**src/rtl/control_unit.sv**
```systemverilog
// control_unit: hardwired Moore control FSM for the single-bus datapath.
// Fetch in T0-T2, per-opcode-class execute from T3, halt on halt or Stop.
module control_unit #(
    parameter int unsigned    OPW     = 5,
    parameter logic [OPW-1:0] ALU_ADD = 5'b00011
) (
    input  logic           Clock,
    input  logic           Reset,
    input  logic           Stop,
    input  logic [31:0]    IR,
    input  logic           CON_out,
    output logic           PCout,
    output logic           Zlowout,
    output logic           ZHighout,
    output logic           MDRout,
    output logic           HIout,
    output logic           LOout,
    output logic           InPortout,
    output logic           Cout,
    output logic           BAout,
    output logic           PCin,
    output logic           IRin,
    output logic           MARin,
    output logic           MDRin,
    output logic           Yin,
    output logic           Zin,
    output logic           HIin,
    output logic           LOin,
    output logic           CONin,
    output logic           OutPortin,
    output logic           IncPC,
    output logic           Read,
    output logic           Write,
    output logic           GRA,
    output logic           GRB,
    output logic           GRC,
    output logic           Rin,
    output logic           Rout,
    output logic [OPW-1:0] operation,
    output logic           Run
);

    localparam logic [OPW-1:0] OP_LD   = OPW'(0);
    localparam logic [OPW-1:0] OP_LDI  = OPW'(1);
    localparam logic [OPW-1:0] OP_ST   = OPW'(2);
    localparam logic [OPW-1:0] OP_ADD  = OPW'(3);
    localparam logic [OPW-1:0] OP_SUB  = OPW'(4);
    localparam logic [OPW-1:0] OP_AND  = OPW'(5);
    localparam logic [OPW-1:0] OP_OR   = OPW'(6);
    localparam logic [OPW-1:0] OP_SHR  = OPW'(7);
    localparam logic [OPW-1:0] OP_SHL  = OPW'(8);
    localparam logic [OPW-1:0] OP_ROR  = OPW'(9);
    localparam logic [OPW-1:0] OP_ROL  = OPW'(10);
    localparam logic [OPW-1:0] OP_ADDI = OPW'(11);
    localparam logic [OPW-1:0] OP_ANDI = OPW'(12);
    localparam logic [OPW-1:0] OP_ORI  = OPW'(13);
    localparam logic [OPW-1:0] OP_MUL  = OPW'(14);
    localparam logic [OPW-1:0] OP_DIV  = OPW'(15);
    localparam logic [OPW-1:0] OP_NEG  = OPW'(16);
    localparam logic [OPW-1:0] OP_NOT  = OPW'(17);
    localparam logic [OPW-1:0] OP_BR   = OPW'(18);
    localparam logic [OPW-1:0] OP_JR   = OPW'(19);
    localparam logic [OPW-1:0] OP_IN   = OPW'(20);
    localparam logic [OPW-1:0] OP_OUT  = OPW'(21);
    localparam logic [OPW-1:0] OP_MFHI = OPW'(22);
    localparam logic [OPW-1:0] OP_MFLO = OPW'(23);
    localparam logic [OPW-1:0] OP_HALT = OPW'(25);

    typedef enum logic [3:0] {
        S_RST, S_T0, S_T1, S_T2, S_T3,
        S_T4, S_T5, S_T6, S_T7, S_HALT
    } state_e;

    typedef enum logic [3:0] {
        C_LD, C_LDI, C_ST, C_ALU, C_IMM,
        C_MULDIV, C_UNARY, C_BR, C_JR, C_IN,
        C_OUT, C_MFHI, C_MFLO, C_NOP, C_HALT
    } cls_e;

    state_e         state;
    state_e         nxt;
    cls_e           cls;
    logic [OPW-1:0] opc;
    logic [OPW-1:0] imm_op;
    logic           stop_req;
    logic           done;
    logic           unused_ir;

    assign opc       = IR[31 -: OPW];
    assign unused_ir = ^IR[31-OPW:0];

    always_ff @(posedge Clock) begin
        if (Reset) begin
            state    <= S_RST;
            stop_req <= 1'b0;
        end else begin
            state <= nxt;
            if (state == S_T0)
                stop_req <= Stop;
        end
    end

    // Immediate forms reuse the ALU code of their reg-reg counterpart.
    always_comb begin
        cls    = C_NOP;
        imm_op = ALU_ADD;
        case (opc)
            OP_LD:   cls = C_LD;
            OP_LDI:  cls = C_LDI;
            OP_ST:   cls = C_ST;
            OP_ADD, OP_SUB, OP_AND, OP_OR,
            OP_SHR, OP_SHL, OP_ROR, OP_ROL:
                     cls = C_ALU;
            OP_ADDI: begin cls = C_IMM; imm_op = OP_ADD; end
            OP_ANDI: begin cls = C_IMM; imm_op = OP_AND; end
            OP_ORI:  begin cls = C_IMM; imm_op = OP_OR;  end
            OP_MUL, OP_DIV: cls = C_MULDIV;
            OP_NEG, OP_NOT: cls = C_UNARY;
            OP_BR:   cls = C_BR;
            OP_JR:   cls = C_JR;
            OP_IN:   cls = C_IN;
            OP_OUT:  cls = C_OUT;
            OP_MFHI: cls = C_MFHI;
            OP_MFLO: cls = C_MFLO;
            OP_HALT: cls = C_HALT;
            default: cls = C_NOP;
        endcase
    end

    always_comb begin
        {PCout, Zlowout, ZHighout, MDRout, HIout, LOout,
         InPortout, Cout, BAout} = '0;
        {PCin, IRin, MARin, MDRin, Yin, Zin, HIin, LOin,
         CONin, OutPortin} = '0;
        {IncPC, Read, Write} = '0;
        {GRA, GRB, GRC, Rin, Rout} = '0;
        operation = '0;
        Run       = 1'b1;
        done      = 1'b0;
        nxt       = state;
        case (state)
            S_RST: nxt = S_T0;
            S_T0: begin
                PCout = 1'b1; MARin = 1'b1;
                IncPC = 1'b1; PCin  = 1'b1;
                nxt   = S_T1;
            end
            S_T1: begin
                Read = 1'b1; MDRin = 1'b1;
                nxt  = S_T2;
            end
            S_T2: begin
                MDRout = 1'b1; IRin = 1'b1;
                nxt    = S_T3;
            end
            S_T3: begin
                nxt = S_T4;
                case (cls)
                    C_LD, C_LDI, C_ST: begin
                        GRB = 1'b1; BAout = 1'b1; Yin = 1'b1;
                    end
                    C_ALU, C_IMM: begin
                        GRB = 1'b1; Rout = 1'b1; Yin = 1'b1;
                    end
                    C_UNARY: begin
                        GRB = 1'b1; Rout = 1'b1; Zin = 1'b1;
                        operation = opc;
                    end
                    C_MULDIV: begin
                        GRA = 1'b1; Rout = 1'b1; Yin = 1'b1;
                    end
                    C_BR: begin
                        GRB = 1'b1; Rout = 1'b1; CONin = 1'b1;
                    end
                    C_JR: begin
                        GRA = 1'b1; Rout = 1'b1; PCin = 1'b1;
                        done = 1'b1;
                    end
                    C_IN: begin
                        InPortout = 1'b1; GRA = 1'b1; Rin = 1'b1;
                        done = 1'b1;
                    end
                    C_OUT: begin
                        GRA = 1'b1; Rout = 1'b1; OutPortin = 1'b1;
                        done = 1'b1;
                    end
                    C_MFHI: begin
                        HIout = 1'b1; GRA = 1'b1; Rin = 1'b1;
                        done = 1'b1;
                    end
                    C_MFLO: begin
                        LOout = 1'b1; GRA = 1'b1; Rin = 1'b1;
                        done = 1'b1;
                    end
                    C_HALT:  nxt  = S_HALT;
                    default: done = 1'b1;
                endcase
            end
            S_T4: begin
                nxt = S_T5;
                case (cls)
                    C_LD, C_LDI, C_ST: begin
                        Cout = 1'b1; Zin = 1'b1; operation = ALU_ADD;
                    end
                    C_ALU: begin
                        GRC = 1'b1; Rout = 1'b1; Zin = 1'b1;
                        operation = opc;
                    end
                    C_IMM: begin
                        Cout = 1'b1; Zin = 1'b1; operation = imm_op;
                    end
                    C_UNARY: begin
                        Zlowout = 1'b1; GRA = 1'b1; Rin = 1'b1;
                        done = 1'b1;
                    end
                    C_MULDIV: begin
                        GRB = 1'b1; Rout = 1'b1; Zin = 1'b1;
                        operation = opc;
                    end
                    C_BR: begin
                        PCout = 1'b1; Yin = 1'b1;
                    end
                    default: done = 1'b1;
                endcase
            end
            S_T5: begin
                nxt = S_T6;
                case (cls)
                    C_LDI, C_ALU, C_IMM: begin
                        Zlowout = 1'b1; GRA = 1'b1; Rin = 1'b1;
                        done = 1'b1;
                    end
                    C_LD, C_ST: begin
                        Zlowout = 1'b1; MARin = 1'b1;
                    end
                    C_MULDIV: begin
                        Zlowout = 1'b1; LOin = 1'b1;
                    end
                    C_BR: begin
                        Cout = 1'b1; Zin = 1'b1; operation = ALU_ADD;
                    end
                    default: done = 1'b1;
                endcase
            end
            S_T6: begin
                nxt = S_T7;
                case (cls)
                    C_LD: begin
                        Read = 1'b1; MDRin = 1'b1;
                    end
                    C_ST: begin
                        GRA = 1'b1; Rout = 1'b1; MDRin = 1'b1;
                    end
                    C_MULDIV: begin
                        ZHighout = 1'b1; HIin = 1'b1;
                        done = 1'b1;
                    end
                    C_BR: begin
                        Zlowout = CON_out; PCin = CON_out;
                        done = 1'b1;
                    end
                    default: done = 1'b1;
                endcase
            end
            S_T7: begin
                done = 1'b1;
                case (cls)
                    C_LD: begin
                        MDRout = 1'b1; GRA = 1'b1; Rin = 1'b1;
                    end
                    C_ST:    Write = 1'b1;
                    default: ;
                endcase
            end
            S_HALT: Run = 1'b0;
            default: nxt = S_RST;
        endcase
        // A Stop seen in T0 diverts the instruction's return to HALT.
        if (done)
            nxt = stop_req ? S_HALT : S_T0;
    end

endmodule
```
**config.mk**
```make
export PLATFORM = sky130hd
export DESIGN_NAME = control_unit
export DESIGN_NICKNAME = d
export VERILOG_FILES = /design/src/rtl/control_unit.sv
export SDC_FILE = /design/constraint.sdc
export NUM_CORES = 1
export LEC_CHECK = 0
export BUFFER_PORTS_ARGS = -buffer_cell sky130_fd_sc_hd__buf_4
export CAP_MARGIN = 15
export CORE_MARGIN = 4
export CORE_UTILIZATION = 35
export CTS_CLUSTER_SIZE = 8
export DETAILED_ROUTE_END_ITERATION = 12
export PLACE_DENSITY = 0.7
export SLEW_MARGIN = 20
export SYNTH_ARGS = -nofsm -noshare
export SYNTH_HDL_FRONTEND = slang
export SYNTH_SLANG_ARGS = --single-unit
```
**constraint.sdc**
```tcl
create_clock -name Clock -period 1.9 [get_ports Clock]
set_input_delay 0 -clock Clock [delete_from_list [all_inputs] [get_ports Clock]]
set_output_delay 0 -clock Clock [all_outputs]
set_load 0.05 [all_outputs]
```
=== Word-level counts from Yosys, hierarchy flattened ===
Cells that the tools add are included.

* Multiplexer cells: 64
* Divide/modulo/power cells: 0
* Equal/unequal tests: 47
* Reductions and logical operators: 21
* Multipliers: 0
* Shift operators: 0
* $add $sub $neg: 0
* Bitwise operators: 0
* Magnitude comparators: 0

{| class="wikitable"
|+ Operator list
! cell !! number
|-
| 4-bit one-hot mux with 14 select lines || 1
|-
| 5-bit equality test, second input constant || 9
|-
| 5-bit by 4-bit equality test with 1-bit output, second input constant || 8
|-
| 1-bit 2-to-1 mux || 39
|-
| 4-bit one-hot mux with 9 select lines || 1
|-
| 4-bit by 3-bit equality test with 1-bit output, second input constant || 8
|-
| 4-bit equality test, second input constant || 8
|-
| 5-bit one-hot mux with 3 select lines || 2
|-
| 7-bit OR reduction || 3
|-
| 5-bit by 3-bit equality test with 1-bit output, second input constant || 4
|-
| 4-bit by 2-bit equality test with 1-bit output, second input constant || 4
|-
| 1-bit one-hot mux with 2 select lines || 8
|-
| 4-bit 2-to-1 mux || 3
|-
| 1-bit one-hot mux with 3 select lines || 4
|-
| 3-bit OR reduction || 4
|-
| 6-bit OR reduction || 2
|-
| 5-bit by 2-bit equality test with 1-bit output, second input constant || 2
|-
| 1-bit one-hot mux with 5 select lines || 2
|-
| 2-bit OR reduction || 5
|-
| 9-bit OR reduction || 1
|-
| 4-bit by 1-bit equality test with 1-bit output, second input constant || 2
|-
| 4-bit zero test || 2
|-
| 4-bit OR reduction || 2
|-
| 8-bit OR reduction || 1
|-
| other kinds (7) || 7
|}

* Register bits: 5
* Memories: 0
* Bits in latches: 0
* Output and inout bits: 33
* Bits in read-only memories: 0
* RAM bits: 0

=== Longest topological paths before layout ===
Gate-level depths: netlist of the first run.

* Depth in word-level cells: 8
* Gate-level depth with buffers: 7
* Mapped depth without buffers: 6

=== Least setup slack after synthesis of the first run ===
Ideal clock, no wire load.

* Path kind: reg2out
* Start point: register state[0]
* End point: output GRA
* Arrival: 2705 ps
* Stages on the path, launching flop included: 7
* Path buffers: 1
* Setup slack: -805 ps
* Data required time: 1900 ps
* Cells stage by stage: dfxtp_1 -> buf_2 -> nor4b_4 -> nand3b_1 -> nor2_1 -> a2111o_1 -> nand3b_1

* Cells in the longest elaborated chain, start to end: 2
* Elaborated cells between the ends (all ways): 6

{| class="wikitable"
|+ Ends and longest elaborated chain
! element !! RTL line !! text
|-
| start, declared || 80 || <nowiki>state_e state;</nowiki>
|-
| start signal, assigned || 97 || <nowiki>state <= nxt;</nowiki>
|-
| 4-bit equality test / 4-bit by 3-bit equality test with 1-bit output (equally long branches) || 141 || <nowiki>case (state)</nowiki>
|-
| 1-bit one-hot mux with 5 select lines * || 141 ||
|-
| end, declared || 34 || <nowiki>output logic GRA,</nowiki>
|}

Mark *: on every way between the ends. The rest lies on a longest branch, timed or not.

=== Worst setup path in the final report of the first run ===
* Start point: register state[3]
* End point: output PCin

* Cells in the longest elaborated chain, start to end: 2
* Elaborated cells between the ends (all ways): 4

{| class="wikitable"
|+ Ends and longest elaborated chain
! element !! RTL line !! text
|-
| 4-bit by 3-bit equality test with 1-bit output / 4-bit by 1-bit equality test with 1-bit output (equally long branches) || 141 ||
|-
| 1-bit one-hot mux with 3 select lines * || 141 ||
|-
| end, declared || 21 || <nowiki>output logic PCin,</nowiki>
|}

Marks and branches as above.

==> results of run 1 <==
-- critical path, cell delays in order (launching register included) --
cell and delay [ns]:
dfxtp_2 0.36, nor4b_4 0.36, buf_4 0.19, nand2_1 0.08, buf_4 0.19, o211ai_1 0.17, buf_4 0.22
-- cells in the final DEF, fill, tap and decap left out, types with 3 or more instances in the layout --
master	netlist	final
and3_1	3	3
nand2_1	16	16
o21ai_0	10	10
nor2_1	18	16
nor3_1	11	8
clkbuf_4	0	3
nor4_1	4	3
nand2b_1	8	8
nor3_2	1	3
inv_1	5	5
nand3_1	8	8
a21oi_1	6	6
nand3b_1	3	3
buf_4	1	54
o22ai_1	3	3
-- timing repair --
action / in CTS / in global routing
buffers inserted: 0 / 1
hold endpoints to repair: 3 / 0
hold buffers: 2 / 0
gates resized for setup: 5 / 6
cloned: 0 / 0
setup endpoints to repair: 5 / 5
pin swaps: 0 / 2
-- cell type report --
type | instances | share of cell area
clock buffers | 4 | 0.0174
inverters | 5 | 0.0124
multi-input cells | 131 | 0.575
flip-flops and latches | 5 | 0.0728
well taps | 31 | 0.0257
repair buffers | 58 | 0.296
-- path summary, 6_finish.rpt --
kind,end,startpoint,depth (start not counted)
hold reg to reg,stop_req,stop_req,4
setup reg to reg,state[3],state[1],4
setup / recovery,PCin,state[3],6
hold / removal,state[2],IR[29],4
-- Yosys cell counts, types with 2 or more instances --
library cell,instances
a21boi_0,2
a21oi_1,6
and2_1,2
and3_1,3
buf_2,6
clkbuf_1,8
dfxtp_1,5
inv_1,5
nand2_1,16
nand2b_1,8
nand3_1,8
nand3b_1,3
nor2_1,18
nor3_1,11
nor4_1,4
o211ai_1,2
o21ai_0,10
o21ai_1,3
o22ai_1,3
o2bb2ai_1,2
or4_1,2
-- state kept, by name, indices dropped and copies added, names as in the netlist --
signal    cells
state         4
stop_req      1
-- per-stage QoR --
| step | hold WS, ns | setup TNS, ns | cells | setup slack, ns | utilization |
|---|---|---|---|---|---|
| floorplan | 0.0724 | -1.17 | 157 | -0.413 | - |
| global placement | 0.204 | 0 | 227 | 0.157 | 0.519 |
| detailed placement | 0.208 | 0 | 227 | 0.125 | 0.519 |
| CTS | 0.411 | 0 | 233 | 0.00331 | 0.543 |
| global route | 0.452 | 0 | 234 | 0.00697 | 0.553 |
| finish | 0.417 | 0 | 234 | 0.0842 | 0.553 |
-- per-layer routing --
metal / vias to the layer above / GRT usage / routed length (um)
met4: 0 / 0.0495 / 14
met2: 40 / 0.319 / 1740
li1: 675 / - / -
met1: 610 / 0.261 / 1470
met3: 2 / 0.00629 / 189
met5: - / 0 / 0
-- where the power goes --
| group | leakage [nW] | switching [W] | internal [W] | total (W) |
|---|---|---|---|---|
| clock network | 0.0150 | 0.0000409 | 0.0000792 | 0.000120 |
| registers | 0.0431 | 0.0000178 | 0.000113 | 0.000131 |
| logic | 0.589 | 0.000196 | 0.000103 | 0.000298 |
| total | 0.647 | 0.000255 | 0.000295 | 0.000550 |
-- cells by family (layout without fill, tap and decap cells) --
family	count (synthesis)	count (layout)	synth area share
and+or+nand+nor	87	87	0.487
DFF	5	5	0.101
xor gates and xnor gates	1	1	0.00882
AOI/OAI and AO/OA	41	41	0.280
buffers and inverters	21	67	0.0982
muxes	2	2	0.0252
==> run_results.csv, run 1 <==
group,metric,value,unit
clocking,cts_buffers,3,
timing,finalCritPeriodShare,0.956,
route,final_antenna_net_count,0,
route,drcViolationCount,0,
grt,grt_max_degree,19,
setup_path,path_max_fanout,7,
clocking,root_buffer,"clkbuf_4",
status,status,"finished, final reports clean",
synth,ys_ff_latch,5,
setup_path,end_kind,"output port",
route,wl_per_cell,14.6,um
grt,overflow,0,
place,port_buffers,41,
floorplanning,fp.dieArea,3750,um^2
final_layout,multiInputGateArea,870,um^2
floorplanning,initial_core_util,0.363,
synth,ys.flop_type,"dfxtp_1",
final_layout,antenna_cells,0,
clocking,cts_max_level,1,
synth,async_flop_share,0,
floorplanning,coreArea,2730,um^2
job,drv_cap,0,
clocking,cts_buffer_depth,2,
synth,synth.cell_area,993,um^2
clocking,clkLatencyLatePin,0.24,ns
clocking,path_clk_slew,0.04,ns
timing,fmax,0.551,GHz
setup_path,path_class,"reg2out",
pwr,p_leak,0.647,nW
floorplanning,die_h,61.3,um
grt,grt_pass1_vias,1195,
setup_path,cp.arrival,1.82,ns
timing,final.setup_skew,0.00246,ns
timing,worstMarginPinSlew,0.426,ns
final_layout,layout-drive-gt1-share,0.384,
route,vias_per_cell,5.67,
synth,yosysSeqAreaShare,0.101,
timing,worst_slew_margin_rel,0.712,
synth,yosys-top-cells-area,"dfxtp_1 (10%), nor2_1 (6.8%), nand2_1 (6.0%)",
timing,finalHoldViolations,0,
synth,synth_top_area_frac,0.101,
route,drtPass1Iterations,5,
synth,synth_cell_types,51,
route,drt_iter0_drc,117,
synth,yosys.area.top_type,"dfxtp_1",
place,dp_hpwl,2650,um
synth,synth.avg_cell_area,6.33,um^2
grt,track_usage,0.188,
setup_path,ff2ff_setup_slack,0.27,ns
floorplanning,num_io_pins,69,
final_layout,seq_area,110,um^2
setup_path,worst_setup_path_start_kind,"register",
final_layout,fin_nets,240,
pwr,total_power,0.000550,W
route,routed_wl,3410,um
timing,setup_viol,0,
synth,synth_edf_count,0,
setup_path,crit_required,1.90,ns
synth,syn_inst,157,
pwr,irDropWorstVdd,480,uV
route,vias,1327,
synth,yosysWarnings,0,
floorplanning,die_w,61.3,um
timing,final.min_clock_period,1.82,ns
timing,drv_slew,0,
synth,syn-num-nets,193,
hold_path,hold_class,"in2reg",
timing,rsz0062_at_grt,"false",
floorplanning,rows,19,
final_layout,n_fill_cell,284,
clocking,cts.sinks,5,
place,placed_cell_area,1420,um^2
final_layout,areaGrowthSynthToFinish,52.1,%
clocking,cts_tree,"yes",
final_layout,final_area,1510,um^2
place,place_congestion,0.907,
pwr,powerDensity,364,nW/um^2
grt,antenna_found_initial,0,
grt,grt_pass1_wl,5460,um
(Power assumes the default switching activity.)
==> inputs of run 2 (changes only) <==
--- a/config.mk
+++ b/config.mk
@@ -9,9 +9,10 @@
 export CAP_MARGIN = 15
 export CORE_MARGIN = 4
 export CORE_UTILIZATION = 35
+export CTS_BUF_LIST = sky130_fd_sc_hd__clkbuf_2 sky130_fd_sc_hd__clkbuf_4 sky130_fd_sc_hd__clkbuf_8
 export CTS_CLUSTER_SIZE = 8
 export DETAILED_ROUTE_END_ITERATION = 12
-export PLACE_DENSITY = 0.7
+export PLACE_DENSITY = 0.75
 export SLEW_MARGIN = 20
 export SYNTH_ARGS = -nofsm -noshare
 export SYNTH_HDL_FRONTEND = slang
==> run_results.csv, run 2 (synthesis gave the netlist of run 1 again) <==
group,metric,value,unit
clocking,clkLatencyLatePin,0.25,ns
clocking,cts_tree,"yes",
floorplanning,rows,19,
setup_path,slowest_stage,"dfxtp_4",
grt,antenna_found_initial,0,
floorplanning,die_w,61.3,um
route,vias,1390,
grt,grt_max_degree,19,
timing,setup_ws,0.0532,ns
route,vias_per_cell,5.79,
clocking,cts_max_level,1,
final_layout,fin_nets,246,
pwr,irDropWorstVdd,351,uV
clocking,path_clk_slew,0.04,ns
place,place_congestion,0.913,
timing,fmax,0.541,GHz
place,port_buffers,41,
setup_path,path_class,"reg2out",
final_layout,largest-register,"state",
route,wl_per_cell,14.7,um
setup_path,cp.arrival,1.85,ns
timing,final.min_clock_period,1.85,ns
hold_path,hold_class,"in2reg",
pwr,powerDensity,367,nW/um^2
route,wl_met1,1550,um
setup_path,worst_setup_path_start_kind,"register",
route,final_antenna_net_count,0,
setup_path,path_max_fanout,8,
final_layout,layout_common_cells,"buf_4 (57), nor2_1 (17), nand2_1 (15)",
final_layout,areaGrowthSynthToFinish,59.8,%
place,dp_hpwl,2580,um
final_layout,final_common_cell,"buf_4",
timing,finalHoldViolations,0,
grt,grt_pass1_wl,5370,um
route,wl_met3,360,um
floorplanning,fp.dieArea,3750,um^2
final_layout,seq_area,110,um^2
setup_path,r2r_end,"state[3]",
clocking,root_buffer,"clkbuf_4",
route,drcViolationCount,0,
final_layout,reg_top3,"state (4), stop_req (1)",
final_layout,multiInputGateArea,886,um^2
timing,worst_slew_margin_rel,0.669,
grt,grt_pass1_vias,1125,
hold_path,holdPathStages,4,
setup_path,end_kind,"output port",
timing,finalCritPeriodShare,0.972,
timing,rsz0062_at_grt,"true",
floorplanning,coreArea,2730,um^2
final_layout,layout-drive-gt1-share,0.421,
timing,final.setup_skew,0.00194,ns
clocking,cts.sinks,5,
setup_path,max_stage_delay,0.35,ns
setup_path,path_cells,"buf_6 > nor4b_4 > buf_4 > buf_4 > buf_4 > a31oi_1 > o22ai_1 > buf_4",
floorplanning,die_h,61.3,um
grt,overflow,0,
place,post-place-ws,0.0887,ns
timing,drv_slew,0,
timing,whs,0.431,ns
status,status,"finished, final reports clean",
route,met2WireLength,1590,um
route,drtPass1Iterations,5,
floorplanning,initial_core_util,0.363,
route,drt_iter0_drc,63,
route,highest_layer,"met4",
final_layout,n_fill_cell,254,
clocking,cts_buffers,3,
final_layout,largest_register_ff_count,4,
setup_path,reg2regPathDepth,6,
job,drv_cap,0,
setup_path,ff2ff_setup_slack,0.13,ns
hold_path,min_to,"state[2]",
timing,worstMarginPinSlew,0.495,ns
floorplanning,num_io_pins,69,
hold_path,worstHoldStart,"IR[29]",
setup_path,regToRegStartpoint,"state[0]",
clocking,cts_buffer_depth,2,
timing,setup_viol,0,
setup_path,crit_required,1.90,ns
route,routed_wl,3530,um
grt,track_usage,0.186,
final_layout,antenna_cells,0,
pwr,p_leak,0.683,nW
setup_path,cpMostUsedCell,"buf_4",
-- run 2: power by group --
part           switching [W]  total, W  leakage, nW  internal, W
logic               0.000206  0.000317        0.622     0.000111
clock network      0.0000461  0.000140       0.0184    0.0000938
registers          0.0000125  0.000126       0.0431     0.000113
total               0.000265  0.000583        0.683     0.000318
-- run 2: metrics by stage --
| stage | area, um^2 | utilization | TNS [ns] | std cells | power, W |
|---|---|---|---|---|---|
| global route | 1590 | 0.581 | -0.00298 | 240 | 0.000618 |
| CTS | 1500 | 0.548 | 0 | 236 | 0.000569 |
| global placement | 1430 | 0.521 | 0 | 228 | 0.000417 |
| floorplan | 1040 | - | -1.17 | 157 | 0.000335 |
| finish | 1590 | 0.581 | 0 | 240 | 0.000583 |
| detailed placement | 1430 | 0.521 | 0 | 228 | 0.000420 |
-- run 2: worst max path at each step --
stage	startpoint	end	slack [ns]	depth (start not counted)
3_3_place_gp	state[0]	state[3]	0.09	6
2_1_floorplan	state[0]	GRA	-0.41	6
6_report	state[0]	GRB	0.05	8
3_5_place_dp	state[0]	state[3]	0.09	6
5_1_grt	state[0]	GRA	-0.003	8
4_1_cts	state[3]	GRA	0.005	7
-- run 2: layout make-up --
| class | instances | area share |
|---|---|---|
| clock buffer | 4 | 0.0189 |
| sequential | 5 | 0.0693 |
| timing repair buffer | 64 | 0.318 |
| inverter | 5 | 0.0118 |
| multi-input combinational | 131 | 0.558 |
| tap | 31 | 0.0244 |
-- run 2: worst max-delay path, delay by kind of cell, from the launching register on --
family	cells	cell delay, ns
buffers and inverters	5	0.75
flip-flops	1	0.35
AND/OR/NAND/NOR	1	0.27
AO/OA/AOI/OAI	2	0.22
-- run 2: routing by layer --
| metal | vias to the layer above | GRT usage |
|---|---|---|
| met4 | 0 | 0.0402 |
| li1 | 690 | - |
| met2 | 75 | 0.290 |
| met5 | - | 0 |
| met3 | 2 | 0.0294 |
| met1 | 623 | 0.270 |
-- run 2: repair_timing --
action                     in CTS  in global routing
pin swaps                       2                  1
hold endpoints to repair        3                  0
hold buffers                    2                  0
setup buffers                   2                  4
gates resized for setup         3                 14
setup endpoints to repair       6                  7
gates cloned                    0                  0
==> inputs of run 3 (changes only) <==
--- a/config.mk
+++ b/config.mk
@@ -12,6 +12,7 @@
 export CTS_BUF_LIST = sky130_fd_sc_hd__clkbuf_2 sky130_fd_sc_hd__clkbuf_4 sky130_fd_sc_hd__clkbuf_8
 export CTS_CLUSTER_SIZE = 8
 export DETAILED_ROUTE_END_ITERATION = 12
+export GPL_ROUTABILITY_DRIVEN = 0
 export PLACE_DENSITY = 0.75
 export SLEW_MARGIN = 20
 export SYNTH_ARGS = -nofsm -noshare
==> constraint.sdc (replaced) <==
create_clock -name Clock -period 1.9 [get_ports Clock]
set_input_delay 0.38 -clock Clock [delete_from_list [all_inputs] [get_ports Clock]]
set_output_delay 0.38 -clock Clock [all_outputs]
set_load 0.05 [all_outputs]
==> run_results.csv, run 3 (synthesis gave the netlist of run 1 again) <==
group,metric,value,unit
setup_path,ff2ff_setup_slack,0.04,ns
timing,setup_viol,30,
final_layout,areaGrowthSynthToFinish,155,%
hold_path,hold_class,"in2reg",
final_layout,layout_common_cells,"buf_4 (74), buf_6 (35), nand2_1 (13), buf_8 (13)",
timing,setup_ws,-0.422,ns
final_layout,layout-drive-gt1-share,0.685,
pwr,powerDensity,313,nW/um^2
place,dp_hpwl,3230,um
route,drt_iter0_drc,257,
setup_path,path_max_fanout,5,
final_layout,reg_top3,"state (4), stop_req (1)",
route,drtPass1Iterations,5,
place,port_buffers,41,
clocking,cts_buffer_depth,2,
setup_path,crit_required,1.52,ns
floorplanning,num_io_pins,69,
timing,finalCritPeriodShare,1.22,
route,wl_per_cell,22.9,um
setup_path,reg2regPathDepth,6,
pwr,p_switching,0.000362,W
setup_path,cp.arrival,1.94,ns
setup_path,path_class,"reg2out",
grt,grt_pass1_wl,7620,um
hold_path,min_to,"state[1]",
timing,whs,0.327,ns
route,routed_wl,6840,um
pwr,p_leak,1.16,nW
final_layout,antenna_cells,0,
pwr,switching_share,0.458,
floorplanning,rows,19,
timing,fmax,0.431,GHz
setup_path,path_cells,"nor4b_4 > nand3b_1 > buf_6 > nor2_4 > a2111o_2 > nand3b_1 > buf_6",
floorplanning,die_w,61.3,um
setup_path,slowest_stage,"nor4b_4",
status,violations,"negative setup slack",
clocking,hold_buffers,0,
route,final_antenna_net_count,0,
pwr,clock_power_share,0.176,
setup_path,cp_top_family,"simple AND/OR/NAND/NOR gates",
timing,finalHoldViolations,0,
final_layout,largest-register,"state",
setup_path,path_buf_inv,2,
clocking,cts_buffers,3,
grt,grt_max_degree,15,
route,vias_per_cell,6.60,
final_layout,final_area,2530,um^2
final_layout,final_common_cell,"buf_4",
grt,track_usage,0.264,
clocking,cts_tree,"yes",
timing,drv_slew,0,
grt,grt_pass1_vias,1654,
route,vias,1966,
final_layout,fin_nets,304,
pwr,seqPwrFrac,0.159,
pwr,comb_power_share,0.664,
clocking,path_clk_slew,0.04,ns
hold_path,holdPathStages,2,
timing,worst_slew_margin_rel,0.724,
clocking,root_buffer,"clkbuf_4",
floorplanning,die_h,61.3,um
job,drv_cap,0,
setup_path,r2r_end,"state[3]",
setup_path,regToRegStartpoint,"state[1]",
timing,worstMarginPinSlew,0.411,ns
place,placed_cell_area,1880,um^2
hold_path,worstHoldStart,"Reset",
setup_path,max_stage_delay,0.41,ns
grt,overflow,0,
clocking,clkLatencyLatePin,0.25,ns
setup_path,end_kind,"output port",
timing,rsz0062_at_grt,"true",
floorplanning,fp.dieArea,3750,um^2
timing,final.min_clock_period,2.32,ns
floorplanning,initial_core_util,0.363,
setup_path,worst_setup_path_start_kind,"register",
pwr,p_int,0.000430,W
clocking,cts.sinks,5,
floorplanning,coreArea,2730,um^2
pwr,irDropWorstVdd,455,uV
timing,final.setup_skew,0.00136,ns
clocking,cts_max_level,1,
status,status,"complete, but fails checks",
final_layout,largest_register_ff_count,4,
route,drcViolationCount,0,
grt,antenna_found_initial,0,
run 3: cell count changes in the layout (fill, tap and decap cells not counted), moves of 6 or more:
cell / previous run / this run
buf_8: 0 / 13
buf_6: 5 / 35
nor2_4: 1 / 9
nor2_1: 17 / 9
nor3_4: 1 / 7
buf_4: 57 / 74
run 3: worst max-delay path by stage:
stage                     startpoint      endpoint  slack, ns  depth (start not counted)
final                       state[1]           GRA      -0.42                          7
after global routing        state[0]           GRA      -0.47                          7
after CTS                     IR[29]           Zin      -0.30                          7
after detailed placement      IR[29]  operation[0]      -0.39                          7
after global placement        IR[29]  operation[0]      -0.36                          7
after floorplan             state[1]           GRA      -0.62                          6
run 3: routing by layer:
layer,share of wire,up-vias,GRT usage
met2,0.45,197,0.479
met3,0.12,63,0.0273
li1,-,803,-
met1,0.36,903,0.303
met5,0,-,0
met4,0.068,0,0.136
run 3: final cells by class:
| cell class | instances | area, um^2 |
|---|---|---|
| clock buffer | 4 | 30.0 |
| fill | 84 | 205 |
| inverter | 5 | 18.8 |
| multi-input combinational | 131 | 1180 |
| sequential | 5 | 115 |
| tap | 31 | 38.8 |
| timing repair buffer | 122 | 1140 |
run 3: power by group through the flow:
stage / combinational [W] / sequential (W) / clock [W]
6_report: 0.000526 / 0.000126 / 0.000140
4_1_cts: 0.000419 / 0.000128 / 0.000142
2_1_floorplan: 0.000243 / 0.000119 / 0
5_1_grt: 0.000543 / 0.000127 / 0.000152
3_5_place_dp: 0.000382 / 0.000129 / 0
3_3_place_gp: 0.000372 / 0.000127 / 0
run 3: per-stage QoR:
step	util	setup slack (ns)	cells	setup TNS [ns]	total power, W
2_1_floorplan	-	-0.619	157	-4.65	0.000362
3_3_place_gp	0.687	-0.360	271	-4.38	0.000499
3_5_place_dp	0.687	-0.395	271	-4.89	0.000511
4_1_cts	0.800	-0.295	280	-3.93	0.000689
5_1_grt	0.925	-0.470	298	-7.99	0.000822
6_report	0.925	-0.422	298	-7.42	0.000792
run 3: what timing repair did:
item	in CTS	in global routing
endpoints found under the setup margin	33	32
endpoints found under the hold margin	0	0
pin swaps	15	19
gates resized for setup	64	48
setup buffers	6	21
cloned	0	0
